**src/rtl/digit_serial_adder_if.sv**
```systemverilog
// +----------------------------------------------------------------------------+
// | digit_serial_adder_if : start/busy/done handshake and operand/result bus   |
// | Revision: 1.0                                                              |
// +----------------------------------------------------------------------------+
`default_nettype none

interface digit_serial_adder_if #(
  parameter int WIDTH = 16
);
  logic             start;
  logic [WIDTH-1:0] a;
  logic [WIDTH-1:0] b;
  logic             cin;
  logic             busy;
  logic             done;
  logic [WIDTH-1:0] sum;
  logic             cout;
`ifdef SIGNED_OVF_EN
  logic             ovf;
`endif

  modport master (
    output start, a, b, cin,
`ifdef SIGNED_OVF_EN
    input  ovf,
`endif
    input  busy, done, sum, cout
  );

  modport slave (
    input  start, a, b, cin,
`ifdef SIGNED_OVF_EN
    output ovf,
`endif
    output busy, done, sum, cout
  );
endinterface

`default_nettype wire

```
**src/rtl/digit_serial_adder.sv**
```systemverilog
// +----------------------------------------------------------------------------+
// | digit_serial_adder : WIDTH-bit A+B+cin, DIGIT bits per clock, one slice.    |
// | Optional macro SIGNED_OVF_EN adds the two's-complement overflow output.    |
// | Revision: 1.0                                                              |
// +----------------------------------------------------------------------------+
`default_nettype none

module digit_serial_adder #(
  parameter int WIDTH = 16,
  parameter int DIGIT = 4
) (
  input  logic                clk,
  input  logic                rst_n,
  digit_serial_adder_if.slave bus
);
  localparam int N  = WIDTH / DIGIT;
  localparam int CW = (N > 1) ? $clog2(N) : 1;
  localparam logic [CW-1:0] C_LAST = CW'(N - 1);

  localparam logic [0:0] S_IDLE = 1'b0;
  localparam logic [0:0] S_RUN  = 1'b1;

  logic [0:0]       r_state;
  logic [WIDTH-1:0] r_a_sh;
  logic [WIDTH-1:0] r_b_sh;
  logic [WIDTH-1:0] r_acc;
  logic [WIDTH-1:0] r_sum;
  logic             r_carry;
  logic             r_cout;
  logic             r_done;
  logic [CW-1:0]    r_cnt;

  logic [DIGIT:0]   w_digit;
  logic [WIDTH-1:0] w_acc_next;
  logic             w_last;

  assign w_digit = {1'b0, r_a_sh[DIGIT-1:0]} + {1'b0, r_b_sh[DIGIT-1:0]}
                 + {{DIGIT{1'b0}}, r_carry};
  assign w_last  = (r_cnt == C_LAST);

  always_comb begin
    w_acc_next = r_acc;
    w_acc_next[int'(r_cnt) * DIGIT +: DIGIT] = w_digit[DIGIT-1:0];
  end

`ifdef SIGNED_OVF_EN
  logic r_ovf;
  logic w_msb_cin;
  // Carry into the MSB is recovered from the MSB's own sum bit and operand bits.
  assign w_msb_cin = r_a_sh[DIGIT-1] ^ r_b_sh[DIGIT-1] ^ w_digit[DIGIT-1];

  always_ff @(posedge clk or negedge rst_n) begin
    if (!rst_n) begin
      r_ovf <= 1'b0;
    end else if (r_state == S_RUN && w_last) begin
      r_ovf <= w_msb_cin ^ w_digit[DIGIT];
    end
  end

  assign bus.ovf = r_ovf;
`endif

  always_ff @(posedge clk or negedge rst_n) begin
    if (!rst_n) begin
      r_state <= S_IDLE;
      r_a_sh  <= '0;
      r_b_sh  <= '0;
      r_acc   <= '0;
      r_sum   <= '0;
      r_carry <= 1'b0;
      r_cout  <= 1'b0;
      r_done  <= 1'b0;
      r_cnt   <= '0;
    end else begin
      r_done <= 1'b0;
      case (r_state)
        S_IDLE: begin
          if (bus.start) begin
            r_a_sh  <= bus.a;
            r_b_sh  <= bus.b;
            r_carry <= bus.cin;
            r_acc   <= '0;
            r_cnt   <= '0;
            r_state <= S_RUN;
          end
        end
        S_RUN: begin
          r_acc   <= w_acc_next;
          r_a_sh  <= r_a_sh >> DIGIT;
          r_b_sh  <= r_b_sh >> DIGIT;
          r_carry <= w_digit[DIGIT];
          r_cnt   <= r_cnt + 1'b1;
          // Only the final digit publishes a result; partial sums stay internal.
          if (w_last) begin
            r_sum   <= w_acc_next;
            r_cout  <= w_digit[DIGIT];
            r_done  <= 1'b1;
            r_cnt   <= '0;
            r_state <= S_IDLE;
          end
        end
        default: r_state <= S_IDLE;
      endcase
    end
  end

  assign bus.busy = (r_state == S_RUN);
  assign bus.done = r_done;
  assign bus.sum  = r_sum;
  assign bus.cout = r_cout;

endmodule

`default_nettype wire

```
**src/flat_wrapper.sv**
```systemverilog
// flat-port wrapper written by rule: the top's interface ports become plain ports
module digit_serial_adder_flat 
#(
  parameter int WIDTH = 16,
  parameter int DIGIT = 4
)
  (clk, rst_n, bus_start, bus_a, bus_b, bus_cin, bus_busy, bus_done, bus_sum, bus_cout);
  digit_serial_adder_if #(.WIDTH(WIDTH)) bus_i ();
  input  logic clk;
  input  logic rst_n;
  input wire logic [$bits(bus_i.start)-1:0] bus_start;
  input wire logic [$bits(bus_i.a)-1:0] bus_a;
  input wire logic [$bits(bus_i.b)-1:0] bus_b;
  input wire logic [$bits(bus_i.cin)-1:0] bus_cin;
  output wire logic [$bits(bus_i.busy)-1:0] bus_busy;
  output wire logic [$bits(bus_i.done)-1:0] bus_done;
  output wire logic [$bits(bus_i.sum)-1:0] bus_sum;
  output wire logic [$bits(bus_i.cout)-1:0] bus_cout;
  assign bus_i.start = bus_start;
  assign bus_i.a = bus_a;
  assign bus_i.b = bus_b;
  assign bus_i.cin = bus_cin;
  assign bus_busy = bus_i.busy;
  assign bus_done = bus_i.done;
  assign bus_sum = bus_i.sum;
  assign bus_cout = bus_i.cout;
  digit_serial_adder #(.WIDTH(WIDTH), .DIGIT(DIGIT)) u_core (.clk(clk), .rst_n(rst_n), .bus(bus_i));
endmodule
```
**config.mk**
```make
export PLATFORM = sky130hd
export DESIGN_NAME = digit_serial_adder_flat
export DESIGN_NICKNAME = d
export VERILOG_FILES = /design/src/rtl/digit_serial_adder_if.sv /design/src/rtl/digit_serial_adder.sv /design/src/flat_wrapper.sv
export SDC_FILE = /design/constraint.sdc
export NUM_CORES = 1
export LEC_CHECK = 0
export BUFFER_PORTS_ARGS = -buffer_cell sky130_fd_sc_hd__buf_4
export CAP_MARGIN = 20
export CELL_PAD_IN_SITES_DETAIL_PLACEMENT = 1
export CELL_PAD_IN_SITES_GLOBAL_PLACEMENT = 1
export CORE_UTILIZATION = 40
export CTS_CLUSTER_SIZE = 28
export DETAILED_ROUTE_END_ITERATION = 6
export GPL_TIMING_DRIVEN = 0
export PLACE_DENSITY = 0.82
export SETUP_SLACK_MARGIN = 0.02
export SLEW_MARGIN = 10
export SYNTH_ARGS = -nofsm -noshare
export SYNTH_HDL_FRONTEND = slang
export SYNTH_SLANG_ARGS = --single-unit
```
**constraint.sdc**
```tcl
create_clock -name clk -period 2.2 [get_ports clk]
set_clock_uncertainty 0.1 [all_clocks]
set_input_delay 0.11 -clock clk [delete_from_list [all_inputs] [get_ports clk]]
set_output_delay 0.11 -clock clk [all_outputs]
set_load 0.02 [all_outputs]
```
# Yosys cells after proc, flatten, opt, wreduce, memory -nomap -nowiden
# Index checks and enable logic that the tools add are counted.
[word_totals] reg_bits=70 input_bits=36 out_inout_bits=19 word_cells=36
[classes] n_addsub=4 eq_ne=2 n_shift=2 muxes=17 bitwise=1 n_reduce_logical=1
[op_table] operator="$pmux W16 S2" count=3
[op_table] operator="$mux W16" count=3
[op_table] operator="$neg A4 Y33" count=1
[op_table] operator="$shift A4 B33 Y16 const A" count=1
[op_table] operator="$shiftx A4 B33 Y16" count=1
[op_table] operator="$bwmux W16" count=1
[op_table] operator="$add A4 B4 Y5" count=1
[op_table] operator="$add A5 B1 Y5" count=1
[op_table] operator="$mux W1" count=5
[op_table] operator="$mux W2" count=2
[op_table] operator="$pmux W1 S2" count=2
[op_table] operator="$pmux W2 S2" count=1
[op_table] operator="$add A2 B1 Y2 const B" count=1
[op_table] operator="$eq A2 B2 Y1 const B" count=1
[op_table] operator="$ne A2 B2 Y1 const B" count=1
[op_table] operator="$reduce_and A2 Y1" count=1
[op_table] operator="$not A1 Y1" count=1

# Depth between registers and ports, before layout
[logic_depth] ltp_word=5 mapped_depth=7 mapped_depth_nobuf=7

# Worst setup path before layout
# No wires, ideal clock.
[synth_timing] kind="reg-to-reg" start="register u_core.r_cnt[0]" end="register u_core.r_sum[15], in the netlist u_core.bus.sum[15]" arrival_ns=1.806 required_ns=2.037 path_slack_ns=0.231 path_stages_with_launch=6 n_path_buf=0 period_less_slack_ns=1.969 cell_sequence="dfrtp_1 > inv_2 > ha_1 > or4_4 > nor3_2 > o22a_2"
[synth_between] elab_chain_cells=3 word_cells_on_any_way=6 cone_classes="1 x add/sub; 1 x eq/ne; 2 x shift; 1 x mux; 1 x reduce/logical"
[synth_rtl] item="from (decl)" line="digit_serial_adder.sv:31" text="logic [CW-1:0] r_cnt;"
[synth_rtl] item="from (signal assigned)" line="digit_serial_adder.sv:92" text="r_cnt <= r_cnt + 1'b1;"
[synth_rtl] item="$neg A4 Y33" line="digit_serial_adder.sv:43" text="w_acc_next[int'(r_cnt) * DIGIT +: DIGIT] = w_digit[DIGIT-1:0];"
[synth_rtl] item="$shiftx A4 B33 Y16 / $shift A4 B33 Y16 (equally long branches)" line="digit_serial_adder.sv:43"
[synth_rtl] item="$bwmux W16" line="digit_serial_adder.sv:43"
[synth_rtl] item="to (signal assigned)" line="digit_serial_adder.sv:95" text="r_sum <= w_acc_next;"
[synth_rtl] item="to (decl)" line="digit_serial_adder.sv:27" text="logic [WIDTH-1:0] r_sum;"
# Parallel ways exist; a longest one is shown, timed or not.
# A chain may end at the register's enable or synchronous reset.

# Worst setup path after layout
[layout_timing] start="register u_core.r_b_sh[0]" end="register u_core.r_sum[1], in the netlist u_core.bus.sum[1]"
[layout_between] elab_chain_cells=4
[layout_rtl] item="from (decl)" line="digit_serial_adder.sv:25" text="logic [WIDTH-1:0] r_b_sh;"
[layout_rtl] item="from (signal assigned)" line="digit_serial_adder.sv:80" text="r_b_sh <= bus.b;"
[layout_rtl] item="from (signal assigned)" line="digit_serial_adder.sv:90" text="r_b_sh <= r_b_sh >> DIGIT;"
[layout_rtl] item="$add A4 B4 Y5" line="digit_serial_adder.sv:37" text="assign w_digit = {1'b0, r_a_sh[DIGIT-1:0]} + {1'b0, r_b_sh[DIGIT-1:0]}"
[layout_rtl] item="$add A5 B1 Y5" line="digit_serial_adder.sv:38" text="+ {{DIGIT{1'b0}}, r_carry};"
[layout_rtl] item="$shiftx A4 B33 Y16" line="digit_serial_adder.sv:43"
[layout_rtl] item="$bwmux W16" line="digit_serial_adder.sv:43"
# No other way between the ends.

==> flow_metrics.tcl <==
set metrics [dict create \
    pre_cts_ws_ns -0.08061 \
    post-route-period-util 0.9485 \
    num-fill-cells 843 \
    fin_cells 511 \
    yosysWarnings 0 \
    drive_gt1_frac 0.2298 \
    gp_congestion 0.8738 \
    diodes 0 \
    grt_max_degree 71 \
    wl_mm 9.432 \
    clkTransAtPathRegs_ns 0.08 \
    io_pins 55 \
    grt_pass1_vias 3115 \
    fin_nets 451 \
    num_vias 2763 \
    clkSinkCount 70 \
    synthTopCellsByArea "dfrtp_1 (54%), mux2i_1 (9.8%), o21ai_0 (5.8%), nand2_1 (4.5%), ha_1 (3.4%)" \
    outcome "finished, violations left" \
    cts.path.max_buffers 2 \
    worstPathRequired_ns 2.40 \
    fin_area_um2 4409 \
    design.die.area_um2 8542 \
    syn_to_final_growth_pct 34.81 \
    final-seq-area_um2 1753 \
    dpl_cell_area_um2 3804 \
    start_util 0.4189 \
    finalHoldViolCount 1 \
    met1_length_mm 3.738 \
    grt_pass1_wl_mm 15.44 \
    drt_pass1_iterations 4 \
    slew_viol_final 0 \
    grt_usage 0.2384 \
    root_buffer "clkbuf_8" \
    worst_pin_slew_ns 0.8969 \
    rsz0062_at_grt "false" \
    mappedNetlistNets 356 \
    hold_slack_ns -0.002066 \
    final_core_utilization 0.5647 \
    critPathCaptureType "flop" \
    wire_per_inst_um 18.46 \
    die_w_um 92.43 \
    cp_max_fo 5 \
    cp.arrival_ns 2.28 \
    cts_htree_levels 3 \
    core_area_um2 7807 \
    cts_buffers 9 \
    synth_cell_types 40 \
    dieHeight_um 92.43 \
    setup_violations 0 \
    drt.antenna.violating_nets 0 \
    syn-cell-area_um2 3271 \
    multi_input_area_um2 1430 \
    yosysSeqAreaShare 0.5356 \
    detail_route.vias_per_cell 5.407 \
    power_density_nw_per_um2 1422 \
    drc_errors 0 \
    ys_seq_elements 70 \
    yosysTopAreaCell "dfrtp_1" \
    port_buffers 54 \
    slew_headroom 0.4021 \
    netlist.area_leader.share 0.5356 \
    grt_antenna_before_repair 0 \
    leakage_nw 2.101 \
    clk_latency_ns 0.36 \
    grt_overflow 0 \
    worst_setup_path_start_kind "flop" \
    fin_crit_ns 2.087 \
    dr.max_layer_used "met4" \
    maxCapViolCount 0 \
    final_common_cell "dfrtp_1" \
    wl_met2_mm 5.180 \
    hold_path_class "input port to flop" \
    syn_avg_cell_area_um2 10.58 \
    dp.cells 465 \
    row_count 32 \
    met3_length_um 374 \
    cts_tree "done" \
    final_cell_mix "dfrtp_1 (69), buf_4 (57), nand2_1 (39)" \
    max-vdd-ir-drop_v 0.0004434 \
    syn_inst 309 \
    critical_path_class "flop to flop" \
    violations "negative hold slack" \
    hpwl_mm 6.136 \
    max_freq_mhz 479.2 \
    first_iter_violations 123 \
    setup_slack_ns 0.1134 \
]
-- worst max-delay path, stage by stage, from the launching register on --
cell	delay [ns]
dfrtp_1	0.44
fa_1	0.45
inv_1	0.10
fa_1	0.54
o221ai_1	0.25
o21a_1	0.15
-- metrics by stage --
stage,TNS (ns),power [mW]
2_1_floorplan,0,3.665
3_3_place_gp,0,4.505
3_5_place_dp,-0.2484,4.643
4_1_cts,0,6.166
5_1_grt,0,6.639
6_report,0,6.269
-- repair_timing --
item                                   in CTS  in global routing
hold buffers                               28                  0
pin swaps                                   0                  0
gates resized for setup                     3                  5
setup endpoints to repair                  13                 12
setup buffers                               0                  2
endpoints found under the hold margin      97                  0
-- flip-flops by register name, indices dropped and copies added, names as in the netlist --
signal           count
u_core.bus.done      1
u_core.r_a_sh       16
u_core.r_carry       1
u_core.r_b_sh       16
u_core.r_acc        16
u_core.r_cnt         2
u_core.bus.sum      16
u_core.bus.cout      1
u_core.bus.busy      1
-- cell type report --
type | instances | share of cell area
inverters | 16 | 0.01362
flip-flops and latches | 70 | 0.3976
plain buffers | 15 | 0.01532
clock inverters | 6 | 0.03008
clock buffers | 10 | 0.03121
multi-input cells | 208 | 0.3243
well taps | 102 | 0.02894
repair buffers | 84 | 0.1589
-- worst paths after layout --
path / cells after the start / slack [ns] / startpoint / to
worst max-delay path: 5 / 0.11 / u_core.r_b_sh[0]$_DFFE_PN0P_ / u_core.bus.sum[1]$_DFFE_PN0P_
worst min-delay path: 3 / -0.002 / bus_a[1] / u_core.r_a_sh[1]$_DFFE_PN0P_
worst max register to register: 5 / 0.11 / u_core.r_b_sh[0]$_DFFE_PN0P_ / u_core.bus.sum[1]$_DFFE_PN0P_
worst min register to register: 1 / 0.39 / u_core.bus.sum[5]$_DFFE_PN0P_ / u_core.bus.sum[5]$_DFFE_PN0P_
max in group asynchronous: 2 / 1.03 / rst_n / u_core.r_cnt[0]$_DFFE_PN0P_
min in group asynchronous: 2 / 0.30 / rst_n / u_core.r_acc[3]$_DFFE_PN0P_
-- synth_stat cells --
master / number
buf_4: 1
ha_1: 9
o22a_2: 1
nor2b_1: 5
a21oi_1: 6
nand4b_1: 1
a211oi_1: 1
nor4_1: 1
and3_2: 2
o21ai_0: 38
nor2_1: 26
dfrtp_1: 70
inv_1: 15
or4_4: 1
inv_2: 1
a21boi_4: 1
nor3_2: 1
a21o_1: 4
buf_2: 6
o22a_1: 3
fa_1: 2
nand3_1: 3
a21bo_2: 1
o221ai_1: 3
clkbuf_1: 6
and3b_1: 1
a22o_1: 4
nor4b_1: 1
a2bb2oi_1: 1
o21a_1: 3
buf_1: 2
mux2i_1: 32
nand2_1: 39
a221oi_1: 8
xnor2_1: 1
nand2b_1: 1
or2_2: 1
nor3_1: 3
o31ai_1: 1
a32o_1: 3
-- where the power goes --
part | switching (mW) | internal, mW
Combinational | 1.68 | 1.07
Clock | 0.512 | 0.897
Sequential | 0.323 | 1.79
Total | 2.51 | 3.76
-- routing by layer --
layer / track usage / vias up
li1: - / 1272
met1: 0.2666 / 1409
met5: 0 / -
met2: 0.4525 / 69
met4: 0.08854 / 0
met3: 0.03530 / 13
-- cells by family (layout without fill, tap and decap cells) --
logic type               after synthesis  after routing  share of synthesized area
flip-flops                            70             70                     0.5356
XOR/XNOR                               1              1                   0.002678
adder cells (fa/ha/maj)               11             11                    0.04667
AND/OR/NAND/NOR                       86             86                     0.1182
buffers and inverters                 31            131                    0.03902
multiplexers                          32             32                    0.09794
AO/OA/AOI/OAI                         78             78                     0.1599
Note: power is estimated with default switching activity, not from simulation.
